===== config.mk =====
export PLATFORM = sky130hd
export DESIGN_NAME = stf_generator_flat
export DESIGN_NICKNAME = d
export VERILOG_FILES = /design/src/rtl/stf_generator_if.sv /design/src/rtl/stf_generator.sv /design/src/flat_wrapper.sv
export SDC_FILE = /design/constraint.sdc
export NUM_CORES = 1
export LEC_CHECK = 0
export CAP_MARGIN = 20
export CORE_MARGIN = 3
export CORE_UTILIZATION = 45
export DETAILED_ROUTE_END_ITERATION = 6
export PLACE_DENSITY_LB_ADDON = 0.2
export SYNTH_ARGS = -nofsm -noshare
export SYNTH_HDL_FRONTEND = slang
export SYNTH_MEMORY_MAX_BITS = 65536
export SYNTH_SLANG_ARGS = --single-unit
export TNS_END_PERCENT = 20

===== constraint.sdc =====
create_clock -name clk -period 0.8 [get_ports clk]
set_input_delay 0.08 -clock clk [delete_from_list [all_inputs] [get_ports clk]]
set_output_delay 0.08 -clock clk [all_outputs]
set_load 0.02 [all_outputs]

===== src/rtl/stf_generator_if.sv =====
// Sample-request / sample-return bundle between the preamble sequencer and the L-STF generator.
interface stf_generator_if;
   localparam int unsigned ADDR_W   = 4;
   localparam int unsigned COEFF_W  = 24;
   localparam int unsigned SYMBOL_W = 32;

   logic [ADDR_W-1:0]   addr;
   logic [COEFF_W-1:0]  coeffs;
   logic [SYMBOL_W-1:0] symbol;

   // Sequencer side: supplies index and obfuscation codes, consumes the sample.
   modport master (output addr, output coeffs, input symbol);
   // Generator side.
   modport slave  (input addr, input coeffs, output symbol);
endinterface


===== src/rtl/stf_generator.sv =====
// L-STF sample generator: sum of the 12 non-zero STF subcarriers at sample index addr,
// each subcarrier passed / negated / halved / nulled by its 2-bit code, registered output.
module stf_generator (
   input  logic            clk,
   input  logic            phy_tx_arestn,
   stf_generator_if.slave  bus
);
   localparam int unsigned N_SC   = 12;
   localparam int unsigned TW_W   = 12;
   localparam int unsigned TERM_W = 13;
   localparam int unsigned OUT_W  = 16;
   localparam int unsigned PH_W   = 4;

   // Subcarriers whose base STF sign is -1 (i = 1, 3, 4, 6, 7).
   localparam logic [N_SC-1:0] NEG_MASK = 12'h0DA;

   // round(1024*cos(2*pi*p/16)); sin is the same table shifted by a quarter period.
   function automatic logic signed [TW_W-1:0] twiddle(input logic [PH_W-1:0] p);
      logic signed [TW_W-1:0] v;
      case (p)
         4'd0:    v =  12'sd1024;
         4'd1:    v =  12'sd946;
         4'd2:    v =  12'sd724;
         4'd3:    v =  12'sd392;
         4'd4:    v =  12'sd0;
         4'd5:    v = -12'sd392;
         4'd6:    v = -12'sd724;
         4'd7:    v = -12'sd946;
         4'd8:    v = -12'sd1024;
         4'd9:    v = -12'sd946;
         4'd10:   v = -12'sd724;
         4'd11:   v = -12'sd392;
         4'd12:   v =  12'sd0;
         4'd13:   v =  12'sd392;
         4'd14:   v =  12'sd724;
         default: v =  12'sd946;
      endcase
      return v;
   endfunction

   // Harmonic m = k/4 for subcarrier i, expressed modulo 16.
   function automatic logic [PH_W-1:0] harmonic(input int i);
      logic [PH_W-1:0] m;
      case (i)
         0:       m = 4'd10;   // k = -24
         1:       m = 4'd11;   // k = -20
         2:       m = 4'd12;   // k = -16
         3:       m = 4'd13;   // k = -12
         4:       m = 4'd14;   // k = -8
         5:       m = 4'd15;   // k = -4
         6:       m = 4'd1;    // k = +4
         7:       m = 4'd2;    // k = +8
         8:       m = 4'd3;    // k = +12
         9:       m = 4'd4;    // k = +16
         10:      m = 4'd5;    // k = +20
         default: m = 4'd6;    // k = +24
      endcase
      return m;
   endfunction

   logic signed [TERM_W-1:0] w_re [N_SC];
   logic signed [TERM_W-1:0] w_im [N_SC];
   logic signed [OUT_W-1:0]  w_sum_i;
   logic signed [OUT_W-1:0]  w_sum_q;
   logic [31:0]              r_symbol;

   for (genvar g = 0; g < N_SC; g++) begin : g_sc
      localparam logic [PH_W-1:0] HARM = harmonic(g);

      logic [PH_W-1:0]          w_p;
      logic [1:0]               w_code;
      logic signed [TW_W-1:0]   w_c;
      logic signed [TW_W-1:0]   w_s;
      logic signed [TERM_W-1:0] w_re_raw;
      logic signed [TERM_W-1:0] w_im_raw;

      // Phase wraps naturally in 4 bits, which also handles negative harmonics.
      assign w_p    = HARM * bus.addr;
      assign w_code = bus.coeffs[2*g +: 2];
      assign w_c    = twiddle(w_p);
      assign w_s    = twiddle(w_p - 4'd4);

      // s_k*(1+j) times (C + jS): re = s_k*(C - S), im = s_k*(C + S).
      assign w_re_raw = NEG_MASK[g] ? (TERM_W'(w_s) - TERM_W'(w_c)) : (TERM_W'(w_c) - TERM_W'(w_s));
      assign w_im_raw = NEG_MASK[g] ? (-TERM_W'(w_c) - TERM_W'(w_s)) : (TERM_W'(w_c) + TERM_W'(w_s));

      // Apply the per-subcarrier obfuscation code.
      always_comb begin
         w_re[g] = w_re_raw;
         w_im[g] = w_im_raw;
         case (w_code)
            2'b01: begin
               w_re[g] = -w_re_raw;
               w_im[g] = -w_im_raw;
            end
            2'b10: begin
               w_re[g] = w_re_raw >>> 1;
               w_im[g] = w_im_raw >>> 1;
            end
            2'b11: begin
               w_re[g] = '0;
               w_im[g] = '0;
            end
            default: ;
         endcase
      end
   end

   // Accumulate all subcarrier terms; 16 bits hold the worst case exactly.
   always_comb begin
      w_sum_i = '0;
      w_sum_q = '0;
      for (int i = 0; i < N_SC; i++) begin
         w_sum_i = w_sum_i + OUT_W'(w_re[i]);
         w_sum_q = w_sum_q + OUT_W'(w_im[i]);
      end
   end

   // Output sample register, cleared asynchronously by reset.
   always_ff @(posedge clk or negedge phy_tx_arestn) begin
      if (!phy_tx_arestn) r_symbol <= '0;
      else                r_symbol <= {w_sum_i, w_sum_q};
   end

   assign bus.symbol = r_symbol;
endmodule


===== src/flat_wrapper.sv =====
// flat-port wrapper written by rule: the top's interface ports become plain ports
module stf_generator_flat 
  (clk, phy_tx_arestn, bus_addr, bus_coeffs, bus_symbol);
  stf_generator_if bus_i ();
  input  logic clk;
  input  logic phy_tx_arestn;
  input wire logic [$bits(bus_i.addr)-1:0] bus_addr;
  input wire logic [$bits(bus_i.coeffs)-1:0] bus_coeffs;
  output wire logic [$bits(bus_i.symbol)-1:0] bus_symbol;
  assign bus_i.addr = bus_addr;
  assign bus_i.coeffs = bus_coeffs;
  assign bus_symbol = bus_i.symbol;
  stf_generator u_core (.clk(clk), .phy_tx_arestn(phy_tx_arestn), .bus(bus_i));
endmodule

# Yosys cells after proc, flatten, opt, wreduce, memory -nomap -nowiden
# Memories as Yosys holds them, arrays and structs flattened.
# Cells that the tools add are included.
[totals] reg_bits=32 romBits=4224 inputBits=30 n_memories=24
[mem_list] name="(no name shown)" words=16 word_bits=11 read_ports=1 rd_clocked_by_memory_dff=0 write_ports=0 line="stf_generator.sv:20" rtl="case (p)"
[mem_list] name="(no name shown)" words=16 word_bits=11 read_ports=1 rd_clocked_by_memory_dff=0 write_ports=0 line="stf_generator.sv:20"
[mem_list] name="(no name shown)" words=16 word_bits=11 read_ports=1 rd_clocked_by_memory_dff=0 write_ports=0 line="stf_generator.sv:20"
[mem_list] name="(no name shown)" words=16 word_bits=11 read_ports=1 rd_clocked_by_memory_dff=0 write_ports=0 line="stf_generator.sv:20"
[mem_list] name="(no name shown)" words=16 word_bits=11 read_ports=1 rd_clocked_by_memory_dff=0 write_ports=0 line="stf_generator.sv:20"
[mem_list] name="(no name shown)" words=16 word_bits=11 read_ports=1 rd_clocked_by_memory_dff=0 write_ports=0 line="stf_generator.sv:20"
[mem_list] name="18 more memories"
[op_classes] n_addsub=87 n_mul=9 eq_ne=36 muxes=24
[ops] cell="$pmux W13 S3" count=24
[ops] cell="$neg A13 Y13" count=24
[ops] cell="$add A16 B13 Y16" count=18
[ops] cell="$sub A12 B12 Y13" count=12
[ops] cell="$add A12 B12 Y13" count=7
[ops] cell="$neg A12 Y13" count=5
[ops] cell="$sub A13 B12 Y13" count=5
[ops] cell="$eq A2 B2 Y1 const B" count=24
[ops] cell="$sub A4 B3 Y4 const B" count=12
[ops] cell="$add A14 B13 Y15" count=2
[ops] cell="$add A13 B13 Y14" count=2
[ops] cell="$eq A2 B1 Y1 const B" count=12
[ops] cell="$mul A3 B4 Y3 const A" count=2
[ops] cell="$mul A3 B4 Y4 const A" count=2
[ops] cell="$mul A1 B4 Y4 const A" count=1
[ops] cell="$mul A2 B4 Y2 const A" count=1
[ops] cell="$mul A2 B4 Y3 const A" count=1
[ops] cell="$mul A2 B4 Y4 const A" count=1
[ops] cell="$mul A4 B4 Y4 const A" count=1

# Longest topological paths before layout
# Gate-level depths: netlist of run 1.
# An unclocked memory read counts as a cell.
[depth] word_depth=17 ltp_mapped=52 ltp_nobuf=49

# Least setup slack after synthesis of run 1
# No wires, ideal clock.
[synth_path] kind="input port to flip-flop" startpoint="input bus_addr[1]" endpoint="register u_core.r_symbol[15] (netlist: u_core.bus.symbol[15])" arrival_time_ps=11199 setup_slack_ps=-10528 stages=46 path_buffers=3 path_cell_list="inv_1 clkbuf_1 buf_1 ha_1 ha_1 xor2_1 xor2_1 clkinv_1 ha_1 clkbuf_1 xnor2_1 a21o_1 ha_1 inv_1 ha_1 a21o_1 a21oi_1 o21bai_1 [... 10 more ...] nor2b_1 o21a_1 o21ai_0 a21oi_1 fa_1 fa_1 fa_1 fa_1 fa_1 xnor2_1 xnor2_1 xnor2_1 xnor2_1 nor3_1 nand3_1 nand4b_1 nor4_2 xnor2_1"
[synth_between] elab_chain_cells=17 word_cells_on_any_way=97 cone_classes="add/sub (52); mul (9); mux (12); memory (24)"
[synth_rtl] element="from (decl)" line="flat_wrapper.sv:7" rtl="input wire logic [$bits(bus_i.addr)-1:0] bus_addr;"
[synth_rtl] element="$mul A4 B4 Y4 or $mul A3 B4 Y3 (tied branches)" line="stf_generator.sv:78" rtl="assign w_p = HARM * bus.addr;"
[synth_rtl] element="$mem_v2 Z16 W11 or $sub A4 B3 Y4 (tied branches)"
[synth_rtl] element="$neg A12 Y13 or $mem_v2 Z16 W11 (tied branches)"
[synth_rtl] element="$sub A13 B12 Y13 or $add A12 B12 Y13 (tied branches)" line="stf_generator.sv:85" rtl="assign w_im_raw = NEG_MASK[g] ? (-TERM_W'(w_c) - TERM_W'(w_s)) : (TERM_W'(w_c) + TERM_W'(w_s));"
[synth_rtl] element="$neg A13 Y13" line="stf_generator.sv:94" rtl="w_im[g] = -w_im_raw;"
[synth_rtl] element="$pmux W13 S3" line="stf_generator.sv:91" rtl="case (w_code)"
[synth_rtl] element="$add A13 B13 Y14" line="stf_generator.sv:115" rtl="w_sum_q = w_sum_q + OUT_W'(w_im[i]);"
[synth_rtl] element="$add A14 B13 Y15" line="stf_generator.sv:115"
[synth_rtl] element="$add A16 B13 Y16 (8 in a row)" line="stf_generator.sv:115"
[synth_rtl] element="$add A16 B13 Y16 (*)" line="stf_generator.sv:115"
[synth_rtl] element="named net u_core.w_sum_q[15]" line="stf_generator.sv:64" rtl="logic signed [OUT_W-1:0] w_sum_q;"
[synth_rtl] element="to (signal assigned)" line="stf_generator.sv:122" rtl="else r_symbol <= {w_sum_i, w_sum_q};"
[synth_rtl] element="to (decl)" line="stf_generator.sv:65" rtl="logic [31:0] r_symbol;"
# The timed path passes the listed nets; every way through them passes the cells marked *.

# Worst setup path after layout of run 1
[layout_path] startpoint="input bus_addr[1]" endpoint="register u_core.r_symbol[31] (netlist: u_core.bus.symbol[31])"
[layout_between] elab_chain_cells=17 word_cells_on_any_way=92 cone_classes="add/sub (47); mul (9); mux (12); memory (24)"
[layout_rtl] element="$mul A3 B4 Y3 or $mul A4 B4 Y4 (tied branches)" line="stf_generator.sv:78"
[layout_rtl] element="$sub A4 B3 Y4" line="stf_generator.sv:81" rtl="assign w_s = twiddle(w_p - 4'd4);"
[layout_rtl] element="$mem_v2 Z16 W11"
[layout_rtl] element="$sub A12 B12 Y13" line="stf_generator.sv:84" rtl="assign w_re_raw = NEG_MASK[g] ? (TERM_W'(w_s) - TERM_W'(w_c)) : (TERM_W'(w_c) - TERM_W'(w_s));"
[layout_rtl] element="$neg A13 Y13" line="stf_generator.sv:93" rtl="w_re[g] = -w_re_raw;"
[layout_rtl] element="$pmux W13 S3" line="stf_generator.sv:91"
[layout_rtl] element="$add A13 B13 Y14" line="stf_generator.sv:114" rtl="w_sum_i = w_sum_i + OUT_W'(w_re[i]);"
[layout_rtl] element="$add A14 B13 Y15" line="stf_generator.sv:114"
[layout_rtl] element="$add A16 B13 Y16 (8 in a row)" line="stf_generator.sv:114"
[layout_rtl] element="$add A16 B13 Y16 (*)" line="stf_generator.sv:114"
[layout_rtl] element="named net u_core.w_sum_i[15]" line="stf_generator.sv:63" rtl="logic signed [OUT_W-1:0] w_sum_i;"
# Marks and branches as above.

==> flow_summary.json, run 1 <==
{
  "hold_viol_final": 0,
  "coreArea_mm2": 0.0556,
  "synth_edf_count": 0,
  "clock_sink_count": 32,
  "cts_hold_buf": 0,
  "setup_viol": 64,
  "synth.net_count": 4081,
  "slew_headroom_pct": 50.4,
  "viasPerCell": 5.54,
  "synth_flop_cell": "dfrtp_1",
  "worstHoldPathType": "primary input to async pin",
  "startpoint_type": "primary input",
  "hpwl_mm": 82.1,
  "drt_first_iter_violations": 2285,
  "tightest_slew_ps": 738,
  "die_w_um": 244,
  "status": "finished, violations left",
  "ys_async_sr_fraction_pct": 100,
  "period_share_pct": 1200,
  "syn_avg_cell_area_um2": 7.18,
  "cts_buffer_depth": 2,
  "dr.pass1.iters": 6,
  "grt_first_pass_wirelength_mm": 154,
  "dp.cells": 5302,
  "io_pins": 62,
  "vias": 29571,
  "initial_core_util_pct": 45.9,
  "yosys-top-cells-count": "423 x inv_1, 360 x nor2_1, 322 x a21oi_1",
  "yosys.cell_count.top_type": "inv_1",
  "avgRoutedWirePerCell_um": 18.5,
  "die_area_mm2": 0.0597,
  "grt_max_degree": 52,
  "maxCapViolCount": 0,
  "netlist_area_mm2": 0.0256,
  "numCtsBuffers": 5,
  "fin_ws_ps": -8800,
  "antenna_cells": 0,
  "ys_seq_elements": 32,
  "final_nets": 5109,
  "min_period_ps": 9600,
  "drive_gt1_share_pct": 33.2,
  "antenna_found_initial": 1,
  "yosysTopAreaCell": "fa_1",
  "yosys.area.top_type_share_pct": 16.4,
  "crit_type": "primary input to flip-flop",
  "arrival_ps": 9790,
  "synth_cells": 3561,
  "ys.warnings.count": 0,
  "clockRootBuffer": "clkbuf_16",
  "syn_to_final_growth_pct": 43.8,
  "violations": "negative setup slack",
  "crit_top_cell": "fa_1",
  "fin_cells": 5338,
  "max_stage_delay_ps": 520,
  "seq_area_frac_synth_pct": 3.13,
  "grt-ovfl-total": 0,
  "cp-end-kind": "flip-flop",
  "rsz0062_at_grt": "true",
  "rows": 86,
  "die_y_um": 244,
  "finalMaxSlewViolations": 0,
  "synthTopCellsByArea": "fa_1 16%, ha_1 14%, a21oi_1 6.3%",
  "synth_cell_types": 89,
  "drt_wl_total_mm": 99.0,
  "max_freq_mhz": 104,
  "worstPathRequired_ps": 1000,
  "cts_tree": "done",
  "place.gp.congestion": 1.02,
  "drc_errors": 0,
  "largest_register_ff_count": 32,
  "grt_usage_pct": 32.3,
  "h-tree-depth": 2,
  "portBuffers": 61,
  "path_clk_slew_ps": 60,
  "ant_nets": 0,
  "critPathSlowestCell": "fa_1",
  "crit_fanout": 8,
  "grt_pass1_vias": 28235
}
area by class of cell:
cell class              instances  area, um2
clock buffers                   5        125
clock inverters                 3       18.8
repair buffers               1221       9340
multi-input cells            2893      23900
inverters                     436       1640
well taps                     748        936
flip-flops and latches         32        801
fillers                      4834      18900
critical path, delay by kind of cell:
kind                       cells  cell delay, ps
and+or+nand+nor                3             920
buffers and inverters         11            1010
AOI/OAI and AO/OA             14            2450
muxes                          1             300
xor gates and xnor gates       4             780
adders and majority gates     11            4220
placed cells by master (no fill, tap or decap), types with 88 or more instances in the layout:
cell type	instances
buf_4	1142
inv_1	399
nor2_1	355
a21oi_1	295
nand2_1	255
ha_1	235
fa_1	195
o21ai_0	168
xnor2_1	140
o22ai_1	112
mux2i_1	90
nor3_1	88
worst max-delay path by stage:
stage           startpoint                     to  cells past startpoint
2_1_floorplan  bus_addr[1]  u_core.bus.symbol[15]                     42
3_3_place_gp   bus_addr[3]  u_core.bus.symbol[15]                     42
3_5_place_dp   bus_addr[3]  u_core.bus.symbol[15]                     47
4_1_cts        bus_addr[1]  u_core.bus.symbol[15]                     47
5_1_grt        bus_addr[1]  u_core.bus.symbol[31]                     42
6_report       bus_addr[1]  u_core.bus.symbol[31]                     44
timing repair:
| item | 4_1_cts | 5_1_grt |
|---|---|---|
| resized for setup | 139 | 180 |
| setup buffers | 18 | 10 |
| pin swaps | 110 | 63 |
| setup endpoints to repair | 64 | 64 |
per-stage QoR:
stage | TNS, ps | hold WS [ps] | area, um2 | utilization (%) | worst slack [ps]
after floorplan | -232750 | -216 | 26100 | - | -8920
after global placement | -250990 | 467 | 35400 | 63.6 | -9100
after detailed placement | -254530 | 472 | 35400 | 63.6 | -9260
after CTS | -240770 | 172 | 36400 | 65.4 | -8700
after global routing | -239680 | 185 | 36800 | 66.1 | -9100
final | -230420 | 167 | 36800 | 66.1 | -8800
kinds of logic after synthesis:
logic type | share of synthesized area [%]
AO/OA/AOI/OAI | 24.6
XOR/XNOR | 7.71
adder cells (fa/ha/maj) | 30.3
buffers and inverters | 9.38
flip-flops | 3.13
multiplexers | 6.21
AND/OR/NAND/NOR | 18.8
routing by layer:
| metal | global-route usage [%] | share of wire (%) | vias up |
|---|---|---|---|
| met5 | 0 | 0.013 | - |
| met4 | 15.5 | 6.2 | 2 |
| met3 | 3.25 | 6.9 | 250 |
| met2 | 53.1 | 45 | 1093 |
| met1 | 42.6 | 42 | 13832 |
| li1 | - | - | 14394 |
Power of run 1 is not shown: default switching activity piles up to over one toggle a cycle in this logic, so the estimate is an artifact.
==> run 2: changes to the inputs <==
--- a/config.mk
+++ b/config.mk
@@ -6,10 +6,12 @@
 export NUM_CORES = 1
 export LEC_CHECK = 0
 export CAP_MARGIN = 20
+export CORE_ASPECT_RATIO = 0.75
 export CORE_MARGIN = 3
 export CORE_UTILIZATION = 45
 export DETAILED_ROUTE_END_ITERATION = 6
 export PLACE_DENSITY_LB_ADDON = 0.2
+export REMOVE_ABC_BUFFERS = 1
 export SYNTH_ARGS = -nofsm -noshare
 export SYNTH_HDL_FRONTEND = slang
 export SYNTH_MEMORY_MAX_BITS = 65536
==> run 2 against run 1 <==
Net effect: the run still ends with negative setup slack left; maximum frequency decreased by 3.5%; sequential cell count unchanged; count of clock-buffer cells in the layout is the same; routed wire length rose by 8.6%; hold slack better by 110 ps; final area rose by 2.3%; critical path type unchanged; largest cell class unchanged; highest routed layer unchanged.
==> flow_summary.json, run 2 (same netlist as run 1, synthesis figures left out) <==
{
  "drt_wl_total_mm": 108,
  "wl_met1_mm": 47.1,
  "hpwl_mm": 86.1,
  "num-fill-cells": 4500,
  "crit_top_cell": "ha_4",
  "largest_register_ff_count": 32,
  "syn_to_final_growth_pct": 47.2,
  "dr.pass1.iters": 6,
  "initial_core_util_pct": 46.2,
  "highest_layer": "met5",
  "die_area_mm2": 0.0597,
  "regArea_um2": 802,
  "cp-end-kind": "flip-flop",
  "crit_fanout": 5,
  "layout_common_cells": "1172 x buf_4, 382 x inv_1, 348 x nor2_1, 297 x a21oi_1, 252 x nand2_1",
  "whs_ps": 280,
  "critPathSlowestCell": "fa_1",
  "finalMaxSlewViolations": 0,
  "layout_commonest_cell": "buf_4",
  "drt_first_iter_violations": 3300,
  "startpoint_type": "primary input",
  "io_pins": 62,
  "min_period_ps": 9940,
  "maxCapViolCount": 0,
  "grt_first_pass_wirelength_mm": 161,
  "hold_viol_final": 0,
  "die_y_um": 212,
  "grt_max_degree": 57,
  "status": "finished, violations left",
  "grt-ovfl-total": 0,
  "max_freq_mhz": 101,
  "met2WireLength_mm": 42.5,
  "period_share_pct": 1240,
  "worstHoldPathType": "primary input to async pin",
  "antenna_found_initial": 2,
  "met3_length_mm": 12.0,
  "path_clk_slew_ps": 60,
  "final_nets": 5168,
  "slew_headroom_pct": 49.9,
  "numCtsBuffers": 5,
  "place.gp.congestion": 1.02,
  "setup_viol": 64,
  "fin_ws_ps": -9140,
  "worstPathRequired_ps": 1010,
  "ant_nets": 0,
  "drc_errors": 0,
  "coreArea_mm2": 0.0553,
  "fin_util_pct": 68.0,
  "violations": "negative setup slack",
  "multi_input_area_mm2": 0.0242,
  "avgRoutedWirePerCell_um": 20.0,
  "drive_gt1_share_pct": 35.1,
  "portBuffers": 61,
  "vias": 30249,
  "clockRootBuffer": "clkbuf_16",
  "max_stage_delay_ps": 590,
  "grt_usage_pct": 34.6,
  "crit_type": "primary input to flip-flop",
  "grt_pass1_vias": 28131,
  "h-tree-depth": 2,
  "cts_buffer_depth": 2,
  "clock_sink_count": 32,
  "arrival_ps": 10150,
  "viasPerCell": 5.63,
  "antenna_cells": 0,
  "tightest_slew_ps": 751,
  "rows": 74,
  "die_w_um": 281,
  "cts_tree": "done",
  "rsz0062_at_grt": "true"
}
-- run 2: final cells by class --
class,instances,share of cell area (%)
clock buffers,5,0.333
clock inverters,3,0.0499
inverters,436,4.38
multi-input cells,2893,64.3
flip-flops and latches,32,2.13
well taps,722,2.40
repair buffers,1280,26.4
-- run 2: worst max-delay path by stage --
stage	startpoint	to	slack [ps]	cells after the start
2_1_floorplan	bus_addr[0]	u_core.bus.symbol[15]	-10870	41
3_3_place_gp	bus_addr[3]	u_core.bus.symbol[31]	-10200	47
3_5_place_dp	bus_addr[3]	u_core.bus.symbol[15]	-10280	44
4_1_cts	bus_addr[1]	u_core.bus.symbol[13]	-8700	46
5_1_grt	bus_addr[2]	u_core.bus.symbol[15]	-9460	50
6_report	bus_addr[1]	u_core.bus.symbol[15]	-9140	51
-- run 2: repair_timing --
| action | in CTS | in global routing |
|---|---|---|
| hold buffers | 1 | 0 |
| gates resized for setup | 423 | 122 |
| setup buffers | 38 | 16 |
| pin swaps | 167 | 128 |
| endpoints found under the setup margin | 64 | 64 |
| endpoints found under the hold margin | 32 | 0 |
-- run 2: metrics by stage --
stage                     setup slack [ps]  cells  setup TNS (ps)  cell area (um2)
after floorplan                     -10870   3361         -278140            24800
after global placement              -10200   5320         -267260            35300
after detailed placement            -10280   5320         -270540            35300
after CTS                            -8700   5362         -227690            37000
after global routing                 -9460   5371         -243030            37600
final                                -9140   5371         -236440            37600
-- run 2: layer usage --
layer,up-vias,GRT usage (%)
met3,233,7.61
met1,14047,49.6
met5,-,0
li1,14474,-
met2,1493,49.9
met4,2,14.8
-- run 2: critical path: cells and delay by family --
| kind | cells | cell delay, ps |
|---|---|---|
| AO/OA/AOI/OAI | 12 | 1800 |
| XOR/XNOR | 8 | 1260 |
| adder cells (fa/ha/maj) | 12 | 4170 |
| buffers and inverters | 12 | 1480 |
| multiplexers | 1 | 290 |
| AND/OR/NAND/NOR | 6 | 1050 |
Power of run 2 is left out for the same reason.
